[src/rtl/seq_mul_pkg.sv]
// Shared definitions for the iterative shift-add multiplier:
// FSM state encoding and the default operand width.
package seq_mul_pkg;

    localparam int DEFAULT_WIDTH = 8;

    typedef enum logic [1:0] {
        ST_IDLE = 2'd0,
        ST_RUN  = 2'd1,
        ST_DONE = 2'd2
    } state_e;

endpackage

[src/rtl/adder_nbit.sv]
// Parametrised ripple-carry adder: SUM/COUT = A + B + CIN.
// The carry chain is a local variable so the whole ripple is one procedural pass.
module adder_nbit #(
    parameter int WIDTH = 8
) (
    input  logic [WIDTH-1:0] A,
    input  logic [WIDTH-1:0] B,
    input  logic             CIN,
    output logic [WIDTH-1:0] SUM,
    output logic             COUT
);

    // Bitwise full-adder chain, LSB to MSB
    always_comb begin : ripple
        logic [WIDTH:0] carry;
        carry    = '0;
        SUM      = '0;
        carry[0] = CIN;
        for (int i = 0; i < WIDTH; i++) begin
            SUM[i]     = A[i] ^ B[i] ^ carry[i];
            carry[i+1] = (A[i] & B[i]) | (A[i] & carry[i]) | (B[i] & carry[i]);
        end
        COUT = carry[WIDTH];
    end

endmodule

[src/rtl/seq_multiplier.sv]
// Iterative shift-add multiplier, WIDTH x WIDTH -> 2*WIDTH, one partial product per clock.
// Optional feature macro: SEQ_MUL_SIGNED_EN adds the SIGNED port and sign pre/post logic.
//
// Handshake: START is a request that is accepted only on an edge where the FSM is ready
// (IDLE or DONE); BUSY is high for the WIDTH RUN cycles and any START seen then is dropped;
// DONE is a single-cycle pulse marking PRODUCT valid, and PRODUCT then holds until the
// next accepted operation completes. A START during the DONE cycle chains back-to-back.
module seq_multiplier
    import seq_mul_pkg::*;
#(
    parameter int WIDTH = DEFAULT_WIDTH
) (
    input  logic               CLK,
    input  logic               RESET_N,
    input  logic               START,
    input  logic [WIDTH-1:0]   DATA1,
    input  logic [WIDTH-1:0]   DATA2,
`ifdef SEQ_MUL_SIGNED_EN
    input  logic               SIGNED,
`endif
    output logic               BUSY,
    output logic               DONE,
    output logic [2*WIDTH-1:0] PRODUCT,
    output state_e             DBG_STATE
);

    localparam int             CNT_W    = $clog2(WIDTH);
    localparam logic [CNT_W-1:0] CNT_LAST = CNT_W'(WIDTH - 1);

    state_e               state_q, state_d;
    logic [CNT_W-1:0]     count_q, count_d;
    logic [WIDTH-1:0]     mcand_q, mcand_d;
    logic [WIDTH-1:0]     acc_hi_q, acc_hi_d;
    logic [WIDTH-1:0]     acc_lo_q, acc_lo_d;
    logic [2*WIDTH-1:0]   product_q, product_d;

    logic [WIDTH-1:0]     op_a, op_b;
    logic                 op_neg;
    logic [WIDTH-1:0]     addend;
    logic [WIDTH-1:0]     sum_s;
    logic                 carry_s;
    logic [2*WIDTH-1:0]   shifted;
    logic [2*WIDTH-1:0]   final_prod;
    logic                 accept;

`ifdef SEQ_MUL_SIGNED_EN
    logic                 neg_q, neg_d;

    // Signed mode: multiply magnitudes, remember the result sign; -2^(W-1) maps to 2^(W-1)
    always_comb begin
        op_a   = DATA1;
        op_b   = DATA2;
        op_neg = 1'b0;
        if (SIGNED) begin
            if (DATA1[WIDTH-1]) op_a = -DATA1;
            if (DATA2[WIDTH-1]) op_b = -DATA2;
            op_neg = DATA1[WIDTH-1] ^ DATA2[WIDTH-1];
        end
    end

    assign final_prod = neg_q ? -shifted : shifted;
`else
    assign op_a       = DATA1;
    assign op_b       = DATA2;
    assign op_neg     = 1'b0;
    assign final_prod = shifted;
`endif

    // Conditional partial product added into the upper accumulator half
    assign addend  = acc_lo_q[0] ? mcand_q : '0;
    assign shifted = {carry_s, sum_s, acc_lo_q[WIDTH-1:1]};
    assign accept  = START && ((state_q == ST_IDLE) || (state_q == ST_DONE));

    adder_nbit #(.WIDTH(WIDTH)) u_adder (
        .A    (acc_hi_q),
        .B    (addend),
        .CIN  (1'b0),
        .SUM  (sum_s),
        .COUT (carry_s)
    );

    // Next-state, datapath update and product capture
    always_comb begin
        state_d   = state_q;
        count_d   = count_q;
        mcand_d   = mcand_q;
        acc_hi_d  = acc_hi_q;
        acc_lo_d  = acc_lo_q;
        product_d = product_q;
`ifdef SEQ_MUL_SIGNED_EN
        neg_d     = neg_q;
`endif
        case (state_q)
            ST_IDLE, ST_DONE: begin
                if (accept) begin
                    state_d  = ST_RUN;
                    mcand_d  = op_a;
                    acc_hi_d = '0;
                    acc_lo_d = op_b;
                    count_d  = '0;
`ifdef SEQ_MUL_SIGNED_EN
                    neg_d    = op_neg;
`endif
                end else begin
                    state_d = ST_IDLE;
                end
            end
            ST_RUN: begin
                {acc_hi_d, acc_lo_d} = shifted;
                count_d              = count_q + CNT_W'(1);
                if (count_q == CNT_LAST) begin
                    state_d   = ST_DONE;
                    product_d = final_prod;
                end
            end
            default: state_d = ST_IDLE;
        endcase
    end

    // State and datapath registers; reset discards any in-flight multiply
    always_ff @(posedge CLK or negedge RESET_N) begin
        if (!RESET_N) begin
            state_q   <= ST_IDLE;
            count_q   <= '0;
            mcand_q   <= '0;
            acc_hi_q  <= '0;
            acc_lo_q  <= '0;
            product_q <= '0;
`ifdef SEQ_MUL_SIGNED_EN
            neg_q     <= 1'b0;
`endif
        end else begin
            state_q   <= state_d;
            count_q   <= count_d;
            mcand_q   <= mcand_d;
            acc_hi_q  <= acc_hi_d;
            acc_lo_q  <= acc_lo_d;
            product_q <= product_d;
`ifdef SEQ_MUL_SIGNED_EN
            neg_q     <= neg_d;
`endif
        end
    end

    assign BUSY      = (state_q == ST_RUN);
    assign DONE      = (state_q == ST_DONE);
    assign PRODUCT   = product_q;
    assign DBG_STATE = state_q;

endmodule

[config.mk]
export PLATFORM = sky130hd
export DESIGN_NAME = seq_multiplier
export DESIGN_NICKNAME = d
export VERILOG_FILES = /design/src/rtl/seq_mul_pkg.sv /design/src/rtl/adder_nbit.sv /design/src/rtl/seq_multiplier.sv
export SDC_FILE = /design/constraint.sdc
export NUM_CORES = 1
export LEC_CHECK = 0
export ABC_AREA = 1
export BUFFER_PORTS_ARGS = -buffer_cell sky130_fd_sc_hd__buf_4
export CORE_MARGIN = 2
export CORE_UTILIZATION = 35
export CTS_CLUSTER_SIZE = 24
export DETAILED_ROUTE_END_ITERATION = 10
export GPL_TIMING_DRIVEN = 0
export SLEW_MARGIN = 20
export SYNTH_ARGS = -nofsm -noshare
export SYNTH_HDL_FRONTEND = slang
export SYNTH_SLANG_ARGS = --single-unit
[constraint.sdc]
create_clock -name CLK -period 5.85 [get_ports CLK]
set_input_delay 0.585 -clock CLK [delete_from_list [all_inputs] [get_ports CLK]]
set_output_delay 0.585 -clock CLK [all_outputs]
set_load 0.005 [all_outputs]
# Yosys cells after proc, flatten, opt, wreduce, memory -nomap -nowiden
# Index checks and enable logic that the tools add are counted.
[classes]
shift = 0
eq_ne = 5
n_addsub = 1
mul = 0
div = 0
n_bitwise = 51
magnitude_cmp = 0
n_reduce_logical = 8
muxes = 10
[op_table]
columns = ["operator", "n"]
rows = [
  ["case mux 8 bit (2 select lines)", 2],
  ["2-to-1 mux 8 bit", 3],
  ["AND 1 bit", 22],
  ["XOR 1 bit", 15],
  ["bitwise OR 1 bit", 14],
  ["case mux 3 bit (2 select lines)", 1],
  ["AND reduction 2 bit", 3],
  ["case mux 2 bit (2 select lines)", 1],
  ["adder 3 x 1 -> 3 bit, second input constant", 1],
  ["equality test 3 bit, second input constant", 1],
  ["2-to-1 mux 3 bit", 1],
  ["equality test 2 x 1 -> 1 bit, second input constant", 1],
  ["equality test 2 bit, second input constant", 1],
  ["zero test 2 bit", 1],
  ["2-to-1 mux 2 bit", 1],
  ["!= test 2 x 1 -> 1 bit, second input constant", 1],
  ["!= test 2 bit, second input constant", 1],
  ["nonzero test 2 bit", 1],
  ["OR reduction 2 bit", 1],
  ["logical AND 1 bit", 1],
  ["logical OR 1 bit", 1],
  ["2-to-1 mux 1 bit", 1],
]
[totals]
word_cells = 81
ff_bits = 45
latch_bits = 0
out_inout_bits = 20
mem_count = 0
romBits = 0
input_bits = 19
mem_bits_rw = 0

# Logic depth before layout (Yosys ltp)
# Gate-level depths: netlist of run 1.
[depth]
ltp_word = 24
mapped_depth = 14
ltp_nobuf = 13

# Modules after synthesis
# Synthesis of run 1 repeated with hierarchy kept, for this count alone.
[hier_totals]
hier_cells = 252
area_unflattened_um2 = 2209.6
[modules_own_cells]
columns = ["module", "cells_each", "area_per_inst_um2", "n_inst"]
rows = [
  ["seq_multiplier", 234, 2011.9, 1],
  ["adder_nbit", 18, 197.7, 1],
]

# Least setup slack after synthesis of run 1
# No wires, ideal clock.
[synth_timing]
path_type = "reg-to-reg"
startpoint = "register acc_lo_q[0]"
endpoint = "register acc_hi_q[6]"
synth_period_minus_slack_ns = 3.900
setup_time_ns = 0.083
stages_incl_launch_ff = 15
slack_ns = 1.950
t_arrival_ns = 3.817
cell_sequence = "dfrtp_1 > clkbuf_1 > nand2_1 > inv_1 > ha_1 > inv_1 > fa_1 > fa_1 > fa_1 > fa_1 > fa_1 > fa_1 > fa_1 > or2_0 > o21ai_0"
[synth_via]
elab_chain_len = 22
elab_cells_between_ends = 35
cone_classes = "2 x mux; 33 x bitwise"
[synth_rtl]
columns = ["element", "line_no", "text"]
rows = [
  ["from (decl)", "seq_multiplier.sv:34", "logic [WIDTH-1:0] acc_lo_q, acc_lo_d;"],
  ["from (signal assigned)", "seq_multiplier.sv:137", "acc_lo_q <= acc_lo_d;"],
  ["2-to-1 mux 8 bit (*)", "seq_multiplier.sv:70", "assign addend = acc_lo_q[0] ? mcand_q : '0;"],
  ["AND 1 bit (2 in a row)", "adder_nbit.sv:21", "carry[i+1] = (A[i] & B[i]) | (A[i] & carry[i]) | (B[i] & carry[i]);"],
  ["bitwise OR 1 bit (2 in a row)", "adder_nbit.sv:21", ""],
  ["AND 1 bit", "adder_nbit.sv:21", ""],
  ["bitwise OR 1 bit (2 in a row)", "adder_nbit.sv:21", ""],
  ["AND 1 bit", "adder_nbit.sv:21", ""],
  ["bitwise OR 1 bit (2 in a row)", "adder_nbit.sv:21", ""],
  ["AND 1 bit", "adder_nbit.sv:21", ""],
  ["bitwise OR 1 bit (2 in a row)", "adder_nbit.sv:21", ""],
  ["AND 1 bit", "adder_nbit.sv:21", ""],
  ["bitwise OR 1 bit (2 in a row)", "adder_nbit.sv:21", ""],
  ["AND 1 bit", "adder_nbit.sv:21", ""],
  ["bitwise OR 1 bit (2 in a row)", "adder_nbit.sv:21", ""],
  ["XOR 1 bit (*)", "adder_nbit.sv:20", "SUM[i] = A[i] ^ B[i] ^ carry[i];"],
  ["case mux 8 bit (2 select lines) (*)", "seq_multiplier.sv:93", "case (state_q)"],
  ["to (signal assigned)", "seq_multiplier.sv:136", "acc_hi_q <= acc_hi_d;"],
  ["to (decl)", "seq_multiplier.sv:33", "logic [WIDTH-1:0] acc_hi_q, acc_hi_d;"],
]
# Mark *: on every way between the ends. The rest lies on a longest branch, timed or not.
# A chain may end at the register's enable or synchronous reset.

# Final worst setup path of run 1
# Ends and elaborated chain as after synthesis.

==> run_results.csv, run 1 <==
group,metric,value,unit
status,status,"finished, final reports clean",
cts,clock-sinks,45,
critical_path,crit_top_cell,"fa_1",
floorplanning,num_rows,29,
synthesis,synth-edff-count,0,
route,ant_nets,0,
cts,hold_buffers,0,
floorplanning,fp.dieW,84.2,um
sta,setup_tns,0,ns
grt,grt_pass1_vias,1709,
critical_path,crit_chain,"clkbuf_1 > nand2_1 > inv_1 > ha_1 > inv_1 > fa_1 > fa_1 > fa_1 > fa_1 > fa_1 > fa_1 > fa_1 > or2_0 > o21ai_0",
placement,hpwl,3.15,mm
sta,setup_viol,0,
sta,finalHoldViolCount,0,
grt,grt_overflow,0,
critical_path,path_max_fanout,9,
critical_path,cp-start-kind,"flop",
synthesis,ys_top_cells_by_area,"dfrtp_1, nand2_1, fa_1",
sta,rsz0062_at_grt,"no",
cts,ctsResizeCount,0,
synthesis,synth_area_per_cell,9.82,um^2
placement,gp_congestion,0.773,
synthesis,synth-seq-cells,45,
critical_path,criticalPathCategory,"reg2reg",
synthesis,ys_types,23,
sta,worstMarginPinSlew,0.566,ns
sta,period_share,72.5,%
synthesis,yosysMostFrequentCell,"nand2_1",
synthesis,ys_top_cells_by_count,"nand2_1, dfrtp_1, inv_1",
synthesis,ys.flop_type,"dfrtp_1",
grt,grt_max_degree,46,
route,dr_total_vias,1570,
cts,post_cts_buffers,0,
placement,detailedPlace.worstSlack,1.63,ns
grt,grt_util_all_layers,13.8,%
synthesis,ys_seq_area_share,50.1,%
cts,cts_buffers,5,
finish,nets,302,
critical_path,end_kind,"flop",
grt,grt_pass1_wl,7.83,mm
synthesis,syn_nets,258,
power_and_ir_drop,irDropWorstVdd,0.191,mV
route,drt-total-wl,4.28,mm
critical_path,critical_path.slowest_cell,"fa_1",
synthesis,syn_area,0.00225,mm^2
sta,timing.fmax,236,MHz
sta,finalClockSkew,0.00441,ns
route,drt_iter0_markers,90,
floorplanning,coreArea,0.00628,mm^2
sta,slew_headroom,62.2,%
floorplanning,io_pins,39,
finish,final_util,43.1,%
placement,port_buffers,37,
floorplanning,fp.dieArea,0.00708,mm^2
synthesis,synthArstFlopShare,100,%
cts,clk_pin_slew_worst_paths,0.07,ns
hold_path,hp-class,"in2async",
grt,antenna_found_initial,0,
cts,clockRootBuffer,"clkbuf_8",
power_and_ir_drop,totalPowerFinal,1450,uW
cts,htreeDepth,2,
critical_path,slowest_delay,0.48,ns
floorplanning,initial_core_util,35.8,%
route,drc,0,
finish,diodes,0,
cts,clock_latency,0.29,ns
synthesis,yosysWarnings,0,
finish,area_growth_syn_to_layout,20.2,%
sta,fin_crit,4.24,ns
power_and_ir_drop,power_density,537,mW/mm^2
cts,cts_tree,"yes",
cts,clk_path_buf_depth,2,
finish,layout-drive-gt1-share,32.5,%
power_and_ir_drop,cellLeakagePower,0.00137,uW
job,max-cap-violations,0,
sta,slew_viol_final,0,
synthesis,yosysTopAreaCell,"dfrtp_1",
synthesis,synth_cells,229,
critical_path,cp.arrival,4.45,ns
sta,layout_setup_ws,1.61,ns
route,viasPerCell,4.47,
route,routedWlPerCell,12.2,um
route,first_pass_iters,4,
synthesis,synthDominantCellAreaShare,50.1,%
critical_path,cp.required,6.06,ns
floorplanning,die_y,84.2,um
[flip-flops by register name, indices dropped and copies added (netlist names)]
name       flops
PRODUCT       16
acc_hi_q       8
acc_lo_q       8
mcand_q        8
count_q        3
DBG_STATE      2
[critical path: cells and delay by family (launching register included)]
kind                     cells  cell delay (ns)
AO/OA/AOI/OAI                1             0.07
adder cells (fa/ha/maj)      8             3.02
AND/OR/NAND/NOR              2             0.32
buffers and inverters        3             0.45
flip-flops                   1             0.33
[metrics by stage]
step,hold slack (ns),area [um^2],cells
floorplan,0.289,2250,229
global placement,0.461,2620,343
detailed placement,0.464,2620,343
CTS,0.303,2700,351
global route,0.321,2700,351
finish,0.286,2700,351
[power breakdown]
group | internal (uW) | leakage, uW | switching, uW
clock network | 84.9 | 0.0000395 | 95.2
logic | 331 | 0.000772 | 404
registers | 456 | 0.000560 | 81.5
[cells in the final DEF (no fill, tap or decap), types with 2 or more instances in the layout]
master	netlist	layout
buf_4	0	37
buf_6	6	6
clkbuf_1	1	4
clkbuf_8	0	5
dfrtp_1	45	45
fa_1	7	7
ha_1	3	3
inv_1	26	26
inv_4	2	2
nand2_1	57	57
nand2_2	15	15
nand2_4	3	3
nand3_1	24	24
nor2_1	2	2
o21ai_0	7	7
o21ai_2	16	16
or2_0	7	7
[kinds of logic after synthesis]
family / Yosys count / share of synthesized area, %
DFF: 45 / 50.1
AOI/OAI and AO/OA: 25 / 8.23
buffers and inverters: 38 / 9.34
and+or+nand+nor: 111 / 24.5
adders and majority gates: 10 / 7.90
[layer usage]
| layer | up-vias | global-route usage [%] | share of wire, % |
|---|---|---|---|
| li1 | 800 | - | - |
| met1 | 741 | 17.6 | 48 |
| met2 | 24 | 22.8 | 47 |
| met3 | 5 | 3.34 | 3.4 |
| met4 | 0 | 5.28 | 1.8 |
| met5 | - | 0 | 0 |
[worst paths after layout]
check / startpoint / end / slack [ns] / cells after the start
setup / recovery: acc_lo_q[0] / acc_hi_q[6] / 1.61 / 14
hold / removal: RESET_N / mcand_q[4] / 0.29 / 1
setup reg to reg: acc_lo_q[0] / acc_hi_q[6] / 1.61 / 14
hold reg to reg: mcand_q[7] / mcand_q[7] / 0.48 / 2
max in group asynchronous: RESET_N / acc_hi_q[2] / 5.17 / 1
min in group CLK: mcand_q[7] / mcand_q[7] / 0.48 / 2
[cell type report]
class / count / area (um^2)
multi-input combinational: 146 / 913
sequential: 45 / 1130
clock buffer: 8 / 80.1
buffer: 9 / 96.3
fill: 661 / 3570
tap: 77 / 96.3
inverter: 29 / 114
timing repair buffer: 37 / 278
Note: power is estimated with default switching activity, not from simulation.
==> inputs of run 2 (changes only) <==
clock period = 3.7 ns   (was 5.85 ns; I/O delays follow)
==> run 2 against run 1 <==
Via count is 1.4% higher. Combinational power is 67% higher. Clock skew is 0.0021 ns higher. Core utilization is 1.4 points higher. Cell count is 0.57% higher. Worst hold slack worse by 0.23 ns. Critical path type unchanged. Critical endpoint unchanged.
==> run_results.csv, run 2 (synthesized netlist as in run 1, its figures left out) <==
group,metric,value,unit
status,status,"finished, final reports clean",
floorplanning,io_pins,39,
cts,hold_buffers,0,
route,drc,0,
floorplanning,fp.dieW,84.2,um
floorplanning,num_rows,29,
floorplanning,initial_core_util,35.8,%
sta,setup_tns,0,ns
cts,clk_pin_slew_worst_paths,0.08,ns
sta,slew_viol_final,0,
critical_path,critical_path.slowest_cell,"fa_2",
cts,clock-sinks,45,
sta,hold_slack,0.0541,ns
critical_path,cp-start-kind,"flop",
finish,largest_register_ffs,16,
power_and_ir_drop,p_int,1460,uW
critical_path,cp-startpoint,"acc_lo_q[0]",
route,first_pass_iters,4,
finish,nFillCells,624,
power_and_ir_drop,power_density,867,mW/mm^2
critical_path,cp.required,3.89,ns
cts,cts_tree,"yes",
placement,port_buffers,37,
route,routedWlPerCell,12.4,um
floorplanning,die_y,84.2,um
sta,layout_setup_ws,0.0428,ns
critical_path,slowest_delay,0.54,ns
finish,layout_common_cells,"nand2_1, dfrtp_1, buf_4, inv_1, nand3_1",
critical_path,r2r_slack,0.04,ns
route,ant_nets,0,
sta,slew_headroom,62.1,%
power_and_ir_drop,p_sw,959,uW
grt,grt_overflow,0,
floorplanning,coreArea,0.00628,mm^2
finish,diodes,0,
grt,grt_pass1_vias,1705,
critical_path,worstRegToRegCells,14,
finish,area_growth_syn_to_layout,24.1,%
route,drt-total-wl,4.39,mm
power_and_ir_drop,seqPwrFrac,35.5,%
critical_path,end_kind,"flop",
power_and_ir_drop,clock_power_share,13.9,%
grt,grt_use_met1,18.3,%
route,dr_total_vias,1592,
cts,htreeDepth,2,
finish,final_common_cell,"nand2_1",
critical_path,path_max_fanout,4,
power_and_ir_drop,irDropWorstVdd,0.346,mV
job,max-cap-violations,0,
sta,finalHoldViolCount,0,
floorplanning,fp.dieArea,0.00708,mm^2
placement,detailedPlace.worstSlack,-0.169,ns
finish,layout-drive-gt1-share,38.4,%
cts,clock_latency,0.30,ns
cts,clk_path_buf_depth,2,
grt,antenna_found_initial,0,
grt,grt-busiest-layer,"met2",
critical_path,crit_chain,"buf_8 > nand2_4 > inv_2 > ha_4 > inv_2 > fa_2 > fa_2 > fa_2 > fa_2 > fa_2 > fa_2 > fa_2 > or2_0 > o21ai_1",
finish,stdcell_count,353,
sta,worstMarginPinSlew,0.568,ns
route,viasPerCell,4.51,
power_and_ir_drop,p_comb_share,50.6,%
placement,dp.cells,343,
grt,grt_pass1_wl,7.97,mm
critical_path,criticalPathCategory,"reg2reg",
sta,timing.fmax,273,MHz
finish,final_area,0.00279,mm^2
placement,hpwl,3.21,mm
sta,setup_viol,0,
finish,seq_area,0.00113,mm^2
sta,fin_crit,3.66,ns
power_and_ir_drop,cellLeakagePower,0.00141,uW
hold_path,hp-class,"in2async",
sta,rsz0062_at_grt,"yes",
grt,grt_max_degree,46,
critical_path,r2r_start,"acc_lo_q[0]",
sta,period_share,98.8,%
finish,nets,304,
route,drt_iter0_markers,91,
cts,clockRootBuffer,"clkbuf_8",
finish,multi_input_area,951,um^2
grt,met2_usage,23.0,%
power_and_ir_drop,p_sw_share,39.6,%
grt,grt_util_all_layers,14.1,%
grt,met3_usage,2.95,%
critical_path,cp.arrival,3.85,ns
critical_path,crit_top_cell,"fa_2",
placement,gp_congestion,0.750,
sta,finalClockSkew,0.00648,ns
cts,cts_buffers,5,
critical_path,rr_endpoint,"acc_hi_q[6]",
critical_path,crit_end,"acc_hi_q[6]",
placement,place_area,0.00264,mm^2
## run 2: cell count changes in the layout (fill, tap and decap cells not counted), moves of 2 or more
cell	before	now
fa_1	7	0
fa_2	0	7
clkbuf_1	4	0
clkbuf_8	5	7
inv_1	26	24
inv_2	1	3
## run 2: critical path, delay by kind of cell (launching register included)
family / cells / cell delay [ns]
adders and majority gates: 8 / 2.77
AOI/OAI and AO/OA: 1 / 0.06
and+or+nand+nor: 2 / 0.14
DFF: 1 / 0.37
buffers and inverters: 3 / 0.20
## run 2: layer usage
| layer | vias to the layer above | wire length (um) |
|---|---|---|
| met5 | - | 0 |
| met4 | 0 | 94 |
| met1 | 755 | 2000 |
| li1 | 803 | - |
| met3 | 7 | 143 |
| met2 | 27 | 2160 |
## run 2: power by group through the flow
stage	Combinational (uW)	Sequential, uW	Clock, uW
floorplan	841	844	0
global placement	1170	852	0
detailed placement	1200	862	0
CTS	1220	855	348
global route	1420	888	371
finish	1230	860	337
## run 2: how the worst min path moves through the flow
stage               startpoint            to  slack (ns)  cells past startpoint
finish                 RESET_N    mcand_q[4]        0.05                      1
global route           RESET_N    count_q[2]        0.11                      1
CTS                    RESET_N   acc_hi_q[0]        0.08                      1
detailed placement     RESET_N    mcand_q[4]        0.41                      1
global placement       RESET_N    mcand_q[3]        0.41                      1
floorplan              RESET_N  DBG_STATE[0]        0.07                      0
## run 2: final cells by class
type,instances,area share (%)
clock buffers,7,3.45
inverters,29,4.08
flip-flops and latches,45,40.3
clock inverters,1,0.179
repair buffers,39,10.6
well taps,77,3.45
plain buffers,9,3.85
multi-input cells,146,34.1
## run 2: timing repair
action,CTS,global route
buffers inserted,1,1
pin swaps,1,3
gates resized for setup,5,9
setup endpoints to repair,3,4
## run 2: per-stage QoR
step	total power, uW	util, %
floorplan	1690	-
global placement	2030	42.0
detailed placement	2060	42.0
CTS	2430	43.9
global route	2670	44.5
finish	2420	44.5
